[src/rtl/rst_seq_pkg.sv]
// Shared types and encodings for the staged reset sequencer.
package rst_seq_pkg;

  typedef enum logic [1:0] {
    StHold,
    StCount,
    StRelease,
    StRun
  } seq_state_e;

  localparam logic [1:0] CAUSE_POR  = 2'd0;
  localparam logic [1:0] CAUSE_EXT  = 2'd1;
  localparam logic [1:0] CAUSE_SOFT = 2'd2;

  // Counter width able to hold values up to max_val - 1, never narrower than one bit.
  function automatic int unsigned cnt_width(input int unsigned max_val);
    return (max_val > 1) ? $clog2(max_val) : 1;
  endfunction

endpackage

[src/rtl/rst_debounce.sv]
// External reset pin synchronizer and saturating low-level debouncer.
module rst_debounce
  import rst_seq_pkg::*;
#(
  parameter int unsigned DEBOUNCE_CYCLES = 1000
) (
  input  logic clk_i,
  input  logic rst_ni,
  input  logic ext_rst_ni,
  output logic ext_hold_o
);

  localparam int unsigned    CntW   = cnt_width(DEBOUNCE_CYCLES + 1);
  localparam logic [CntW-1:0] CntMax = CntW'(DEBOUNCE_CYCLES);

  logic            sync1_q, sync2_q;
  logic [CntW-1:0] cnt_q, cnt_d;

  always_ff @(posedge clk_i or negedge rst_ni) begin
    if (!rst_ni) begin
      sync1_q <= 1'b1;
      sync2_q <= 1'b1;
      cnt_q   <= '0;
    end else begin
      sync1_q <= ext_rst_ni;
      sync2_q <= sync1_q;
      cnt_q   <= cnt_d;
    end
  end

  always_comb begin
    cnt_d = cnt_q;
    if (sync2_q) begin
      cnt_d = '0;
    end else if (cnt_q != CntMax) begin
      cnt_d = cnt_q + CntW'(1);
    end
  end

  // Flag on the edge that completes the run of low samples, so the FSM acts on that same edge.
  assign ext_hold_o = !sync2_q && (cnt_d == CntMax);

endmodule

[src/rtl/rst_sequencer.sv]
// Staged reset sequencer: POR delay, external/soft reset hold and ordered stage release.
module rst_sequencer
  import rst_seq_pkg::*;
#(
  parameter int unsigned POR_CYCLES       = 5000,
  parameter int unsigned DEBOUNCE_CYCLES  = 1000,
  parameter int unsigned STAGE_GAP        = 64,
  parameter int unsigned NUM_STAGES       = 3,
  parameter int unsigned SOFT_HOLD_CYCLES = 16
) (
  input  logic                  i_clk_50m,
  input  logic                  i_rst_n,
  input  logic                  i_ext_rst_n,
  input  logic                  i_soft_rst,
  output logic [NUM_STAGES-1:0] o_rst_n,
  output logic                  o_ready,
  output logic [1:0]            o_rst_cause
);

  localparam int unsigned MaxAB   = (POR_CYCLES > STAGE_GAP) ? POR_CYCLES : STAGE_GAP;
  localparam int unsigned MaxCnt  = (MaxAB > SOFT_HOLD_CYCLES) ? MaxAB : SOFT_HOLD_CYCLES;
  localparam int unsigned CntW    = cnt_width(MaxCnt);
  localparam logic [CntW-1:0] PorLast  = CntW'(POR_CYCLES - 1);
  localparam logic [CntW-1:0] GapLast  = CntW'(STAGE_GAP - 1);
  localparam logic [CntW-1:0] SoftLast = CntW'(SOFT_HOLD_CYCLES - 1);

  seq_state_e             state_q, state_d;
  logic [CntW-1:0]        cnt_q, cnt_d;
  logic [NUM_STAGES-1:0]  rst_q, rst_d, rst_shift;
  logic                   ready_q, ready_d;
  logic [1:0]             cause_q, cause_d;
  logic                   ext_hold;
  logic                   reset_evt;

  rst_debounce #(
    .DEBOUNCE_CYCLES(DEBOUNCE_CYCLES)
  ) u_debounce (
    .clk_i      (i_clk_50m),
    .rst_ni     (i_rst_n),
    .ext_rst_ni (i_ext_rst_n),
    .ext_hold_o (ext_hold)
  );

  assign reset_evt = ext_hold || i_soft_rst;
  // Next stage pattern: one more bit released, strictly in ascending order.
  assign rst_shift = (rst_q << 1) | NUM_STAGES'(1);

  always_ff @(posedge i_clk_50m or negedge i_rst_n) begin
    if (!i_rst_n) begin
      state_q <= StCount;
    end else begin
      state_q <= state_d;
    end
  end

  always_comb begin
    state_d = state_q;
    unique case (state_q)
      StHold: begin
        if (cnt_q == SoftLast) state_d = StCount;
      end
      StCount: begin
        if (cnt_q == PorLast) state_d = (NUM_STAGES == 1) ? StRun : StRelease;
      end
      StRelease: begin
        if ((cnt_q == GapLast) && (&rst_shift)) state_d = StRun;
      end
      StRun: state_d = StRun;
      default: state_d = StCount;
    endcase
    if (reset_evt) state_d = StHold;
  end

  always_comb begin
    cnt_d   = cnt_q;
    rst_d   = rst_q;
    ready_d = ready_q;
    cause_d = cause_q;
    unique case (state_q)
      StHold: begin
        cnt_d = (cnt_q == SoftLast) ? '0 : cnt_q + CntW'(1);
      end
      StCount: begin
        if (cnt_q == PorLast) begin
          cnt_d   = '0;
          rst_d   = NUM_STAGES'(1);
          ready_d = (NUM_STAGES == 1);
        end else begin
          cnt_d = cnt_q + CntW'(1);
        end
      end
      StRelease: begin
        if (cnt_q == GapLast) begin
          cnt_d   = '0;
          rst_d   = rst_shift;
          ready_d = &rst_shift;
        end else begin
          cnt_d = cnt_q + CntW'(1);
        end
      end
      StRun: cnt_d = '0;
      default: cnt_d = '0;
    endcase
    // External source wins the cause when both fire together.
    if (reset_evt) begin
      cnt_d   = '0;
      rst_d   = '0;
      ready_d = 1'b0;
      cause_d = ext_hold ? CAUSE_EXT : CAUSE_SOFT;
    end
  end

  always_ff @(posedge i_clk_50m or negedge i_rst_n) begin
    if (!i_rst_n) begin
      cnt_q   <= '0;
      rst_q   <= '0;
      ready_q <= 1'b0;
      cause_q <= CAUSE_POR;
    end else begin
      cnt_q   <= cnt_d;
      rst_q   <= rst_d;
      ready_q <= ready_d;
      cause_q <= cause_d;
    end
  end

  assign o_rst_n     = rst_q;
  assign o_ready     = ready_q;
  assign o_rst_cause = cause_q;

endmodule
[config.mk]
export PLATFORM = sky130hd
export DESIGN_NAME = rst_sequencer
export DESIGN_NICKNAME = d
export VERILOG_FILES = /design/src/rtl/rst_seq_pkg.sv /design/src/rtl/rst_debounce.sv /design/src/rtl/rst_sequencer.sv
export SDC_FILE = /design/constraint.sdc
export NUM_CORES = 1
export LEC_CHECK = 0
export BUFFER_PORTS_ARGS = -buffer_cell sky130_fd_sc_hd__buf_2
export CAP_MARGIN = 25
export CORE_MARGIN = 2
export CORE_UTILIZATION = 27
export DETAILED_ROUTE_END_ITERATION = 12
export SLEW_MARGIN = 20
export SYNTH_ARGS = -nofsm -noshare
export SYNTH_HDL_FRONTEND = slang
export SYNTH_SLANG_ARGS = --single-unit
[constraint.sdc]
create_clock -name i_clk_50m -period 5.55 [get_ports i_clk_50m]
set_input_delay 1.3875 -clock i_clk_50m [delete_from_list [all_inputs] [get_ports i_clk_50m]]
set_output_delay 1.3875 -clock i_clk_50m [all_outputs]
set_load 0.03 [all_outputs]
### Word level (Yosys, flattened, before mapping)

Index checks and enable logic that the tools add are counted.

* equal/unequal tests: 12
* order comparisons: 0
* bitwise logic cells: 0
* reductions and logical operators: 9
* div/mod/pow operators: 0
* mux-type cells: 21
* shifts and indexed selects: 0
* add/subtract/negate cells: 2
* multipliers: 0

Operator list (count)
* 2-to-1 mux 13 bit: 4
* one-hot mux 13 bit (4 select lines): 1
* 2-to-1 mux 10 bit: 2
* adder 13 x 1 -> 13 bit, second input constant: 1
* == test 13 bit, second input constant: 1
* == test 13 x 4 -> 1 bit, second input constant: 1
* == test 13 x 6 -> 1 bit, second input constant: 1
* inequality test 3 bit, second input constant: 4
* adder 10 x 1 -> 10 bit, second input constant: 1
* == test 10 bit, second input constant: 1
* 2-to-1 mux 2 bit: 5
* inequality test 10 bit, second input constant: 1
* 2-to-1 mux 3 bit: 3
* one-hot mux 2 bit (4 select lines): 1
* one-hot mux 3 bit (2 select lines): 1
* AND reduction 3 bit: 2
* == test 2 bit, second input constant: 2
* 2-to-1 mux 1 bit: 3
* nonzero test 3 bit: 1
* == test 2 x 1 -> 1 bit, second input constant: 1
* logical AND 1 bit: 2
* logical NOT 2 bit: 1
* one-hot mux 1 bit (2 select lines): 1
* AND reduction 2 bit: 1
* other kinds (2): 2

* output and inout port bits: 6
* latch bits: 0
* memories: 0
* memory bits (writable): 0
* register bits after elaboration: 33
* input bits: 4
* memory bits (read-only): 0
* word-level logic and storage cells: 52

### Longest topological paths before layout

* depth in word-level cells: 8
* mapped depth: 8
* gate-level depth less buffers: 7

### Modules after synthesis

Synthesis repeated with hierarchy kept, for this count alone.

* cell total of the unflattened synthesis: 184
* area, all modules: 1899.3 um2

Modules (own cells, without submodules)
* rst_sequencer: area each 1169.9 um2, times used 1, sequential area each 526.8 um2, cells each 110
* rst_debounce: area each 729.4 um2, times used 1, sequential area each 302.8 um2, cells each 74

### Worst setup path before layout

No wires, ideal clock.

* path kind: input to register
* start point: input port i_soft_rst
* end point: register cause_q[0], in the netlist o_rst_cause[0]
* stages on the path: 3
* setup time: 0.118 ns
* data arrival time: 1.896 ns
* slack: 3.536 ns
* required time: 5.432 ns
* buffers on the path: 1
* path through: clkbuf_1 inv_1 a21o_1

* cells in the longest elaborated chain, start to end: 1

RTL lines
* start: declaration: RTL line rst_sequencer.sv:14 `input logic i_soft_rst,`
* logical OR 1 bit: RTL line rst_sequencer.sv:44 `assign reset_evt = ext_hold || i_soft_rst;`
* end signal: assignment: RTL line rst_sequencer.sv:123 `cause_q <= cause_d;`
* end: declaration: RTL line rst_sequencer.sv:31 `logic [1:0] cause_q, cause_d;`

No other way between the ends.
A chain may end at the register's enable or synchronous reset.

### Worst setup path after layout

* start point: register rst_q[1], in the netlist o_rst_n[1]
* end point: output port o_rst_n[1]

RTL lines
* start: declaration: RTL line rst_sequencer.sv:29 `logic [NUM_STAGES-1:0] rst_q, rst_d, rst_shift;`
* start signal: assignment: RTL line rst_sequencer.sv:121 `rst_q <= rst_d;`
* end: declaration: RTL line rst_sequencer.sv:15 `output logic [NUM_STAGES-1:0] o_rst_n,`

No word-level cell between the ends.

==> results.md <==
- CTS clk-pin slew, worst paths: 60 ps
- Avg WL per Cell: 13.0 microns
- Commonest non-fill, non-tap cell in the layout: dfrtp_1
- P&R area growth vs syn: 9.62%
- Most frequent cells in the layout: dfrtp_1, nor2_1, nor4_1, nand3_1, xor2_1
- Worst slew pin tran: 744 ps
- Clk root buf: clkbuf_8
- Post-layout instance area: 1920 sq um
- CTS tree: built
- CTS resizes: 0
- Layout Nets: 179
- DR vias: 1227
- Clock sink total: 33
- Residual DRC: 0
- R2r endpoint: cnt_q[5]$_DFF_PN0_
- Area contributors post-synth: dfrtp_1, xor2_1, dfstp_2
- Pre-Repair DR Iteration Count: 4
- Critical Path Slowest Stage Cell: dfrtp_1
- Fin util: 30.5%
- Antenna Nets Post-Route: 0
- Status: finished clean
- CTS Buffer Depth: 2
- Post-CTS Hold Buffers: 0
- RSZ-0062 raised after global routing: no
- Syn avg cell area: 10.7 sq um
- Detailed placer's ending HPWL: 2.13 mm
- ANT cells: 0
- Peak supply drop: 0.102 mV
- Routability Congestion: 0.747
- Power Density: 232 nW/um^2
- Synthesized area: 1760 sq um
- Yosys warns: 0
- Share of post-route cells with drive strength above 1: 20.2%
- Worst slew margin relative to its limit: 50.4%
- # setup viols final: 0
- Async set-reset flop share out of synthesis: 100%
- 1st-iter DRT viols: 98
- Leak: 0.781 nW
- F_max: 0.429 GHz
- Primary FF master, synth: dfrtp_1
- Family with the most delay on the worst path: flip-flops
- GRT Residual Overflow: 0
- DR vias/cell: 4.91
- Tcrit/Tclk final: 42.0%
- Total track usage: 10.7%
- Netlist cell types: 41
- Site row count: 29
- Hold Path Class: reg2reg
- CP Capture Type: output port
- Clk_skew: 8.46 ps
- Crit path cell chain: buf_2
- FF-to-FF setup slack: 3440 ps
- RR Startpoint: u_debounce.cnt_q[0]$_DFF_PN0_
- Largest net degree at the start of global routing: 34
- Die area: 7160 sq um
- Chip width: 84.6 microns
- Post-synth EDFFs: 0
- Max Slew Vio Count: 0
- CP peak stage delay: 420 ps
- Cell depth of the worst setup path: 1
- Max Cap Viol: 0
- Req. time, crit path: 4160 ps
- Starting Density: 27.8%
- Min Tclk post-route: 2330 ps
- First-pass GRT wire length: 5.97 mm
- # port buffers: 9
- Worst skew pair latency: 290 ps
- Die span in y: 84.6 microns
- FF+latch count, synth: 33
- Yosys top cell by area: dfrtp_1
- Buf/Inv on CP: 1
- Mapped Nets: 171
- CTS buffer count: 5
- Core area: 6310 sq um
- Cells after Synth: 164
- Crit Path Class: reg2out
- Setup TNS: 0 ps
- Final Hold Vio Count: 0
- Initial antenna violation count: 0
- R2R depth: 7
- WHS Path Cells: 0
- Arrival @ worst endpoint: 940 ps
- H-tree Lvls: 2
- Post-synthesis sequential area ratio: 47.3%
- Vias in the first global route: 1242
- Cell Area, Placed: 1840 sq um
- Hold_sp: u_debounce.sync1_q$_DFF_PN1_
- Area fraction of the dominant cell type after synthesis: 42.8%
- Hold Path End: u_debounce.sync2_q$_DFF_PN1_
- Worst-path maximum fanout: 5
- Startpoint Class: register
- Ports: 10
- Routed wire length: 3.25 mm
- Setup Fix Bufs, Post-CTS: 0
## cells in the mapped netlist (2+ instances only)
| master | count |
|---|---|
| buf_6 | 3 |
| nor4_1 | 11 |
| ha_1 | 3 |
| inv_1 | 6 |
| nor4_2 | 4 |
| a22oi_1 | 2 |
| and3_1 | 2 |
| nand2_1 | 6 |
| dfrtp_1 | 30 |
| nor4b_2 | 2 |
| nand3_1 | 10 |
| clkbuf_1 | 5 |
| nor2_1 | 18 |
| nor2_4 | 2 |
| xor2_1 | 10 |
| nor3_1 | 9 |
| mux2i_1 | 2 |
| a21oi_1 | 4 |
| nand3_2 | 2 |
| xnor2_1 | 9 |
| dfstp_2 | 3 |
| or3_4 | 2 |
## sequential cells by signal, indices dropped and copies added, names as in the netlist
register / count
cnt_q: 13
o_ready: 1
o_rst_cause: 2
o_rst_n: 3
state_q: 2
u_debounce.cnt_q: 10
u_debounce.sync1_q: 1
u_debounce.sync2_q: 1
## power by group
| group | total [mW] | internal (mW) | switching, mW |
|---|---|---|---|
| Combinational | 0.0206 | 0.00733 | 0.0133 |
| Sequential | 0.250 | 0.245 | 0.00489 |
| Clock | 0.175 | 0.0891 | 0.0860 |
## cell families (layout without fill, tap and decap cells)
logic type	Yosys count	in the layout	share of synthesized area, %
flops	33	33	47.3
fa+ha+maj	3	3	2.14
mux	2	2	1.14
buf+inv	14	23	4.28
simple gates	80	80	30.0
compound gates	13	13	5.70
xor+xnor	19	19	9.48
## worst max-delay path by stage
| stage | from | slack [ps] | to |
|---|---|---|---|
| detailed placement | i_soft_rst | 3440 | o_rst_cause[0]$_DFFE_PN0N_ |
| CTS | o_rst_n[1]$_DFFE_PN0P_ | 3210 | o_rst_n[1] |
| global route | o_rst_n[1]$_DFFE_PN0P_ | 3170 | o_rst_n[1] |
| global placement | i_soft_rst | 3450 | o_rst_cause[0]$_DFFE_PN0N_ |
| floorplan | i_soft_rst | 3540 | o_rst_cause[0]$_DFFE_PN0N_ |
| finish | o_rst_n[1]$_DFFE_PN0P_ | 3220 | o_rst_n[1] |
## layer usage
metal / vias to the layer above / share of wire (%) / GRT usage (%)
met4: 0 / 1.8 / 4.76
met5: - / 0 / 0
li1: 603 / - / -
met1: 600 / 52 / 14.9
met3: 5 / 2.6 / 4.13
met2: 19 / 43 / 14.6
## per-stage QoR
step           instances  hold slack, ps  worst slack [ps]  power (mW)
3_5_place_dp         242             348              3440       0.276
4_1_cts              250             357              3210       0.454
5_1_grt              250             362              3170       0.474
6_report             250             356              3220       0.446
3_3_place_gp         242             347              3450       0.276
2_1_floorplan        164             345              3540       0.267
## area by class of cell
cell class	count	area [sq um]
flip-flops and latches	33	830
fillers	659	4390
multi-input cells	117	851
repair buffers	9	45.0
inverters	6	22.5
clock buffers	8	80.1
well taps	77	96.3
(Power assumes the default switching activity.)
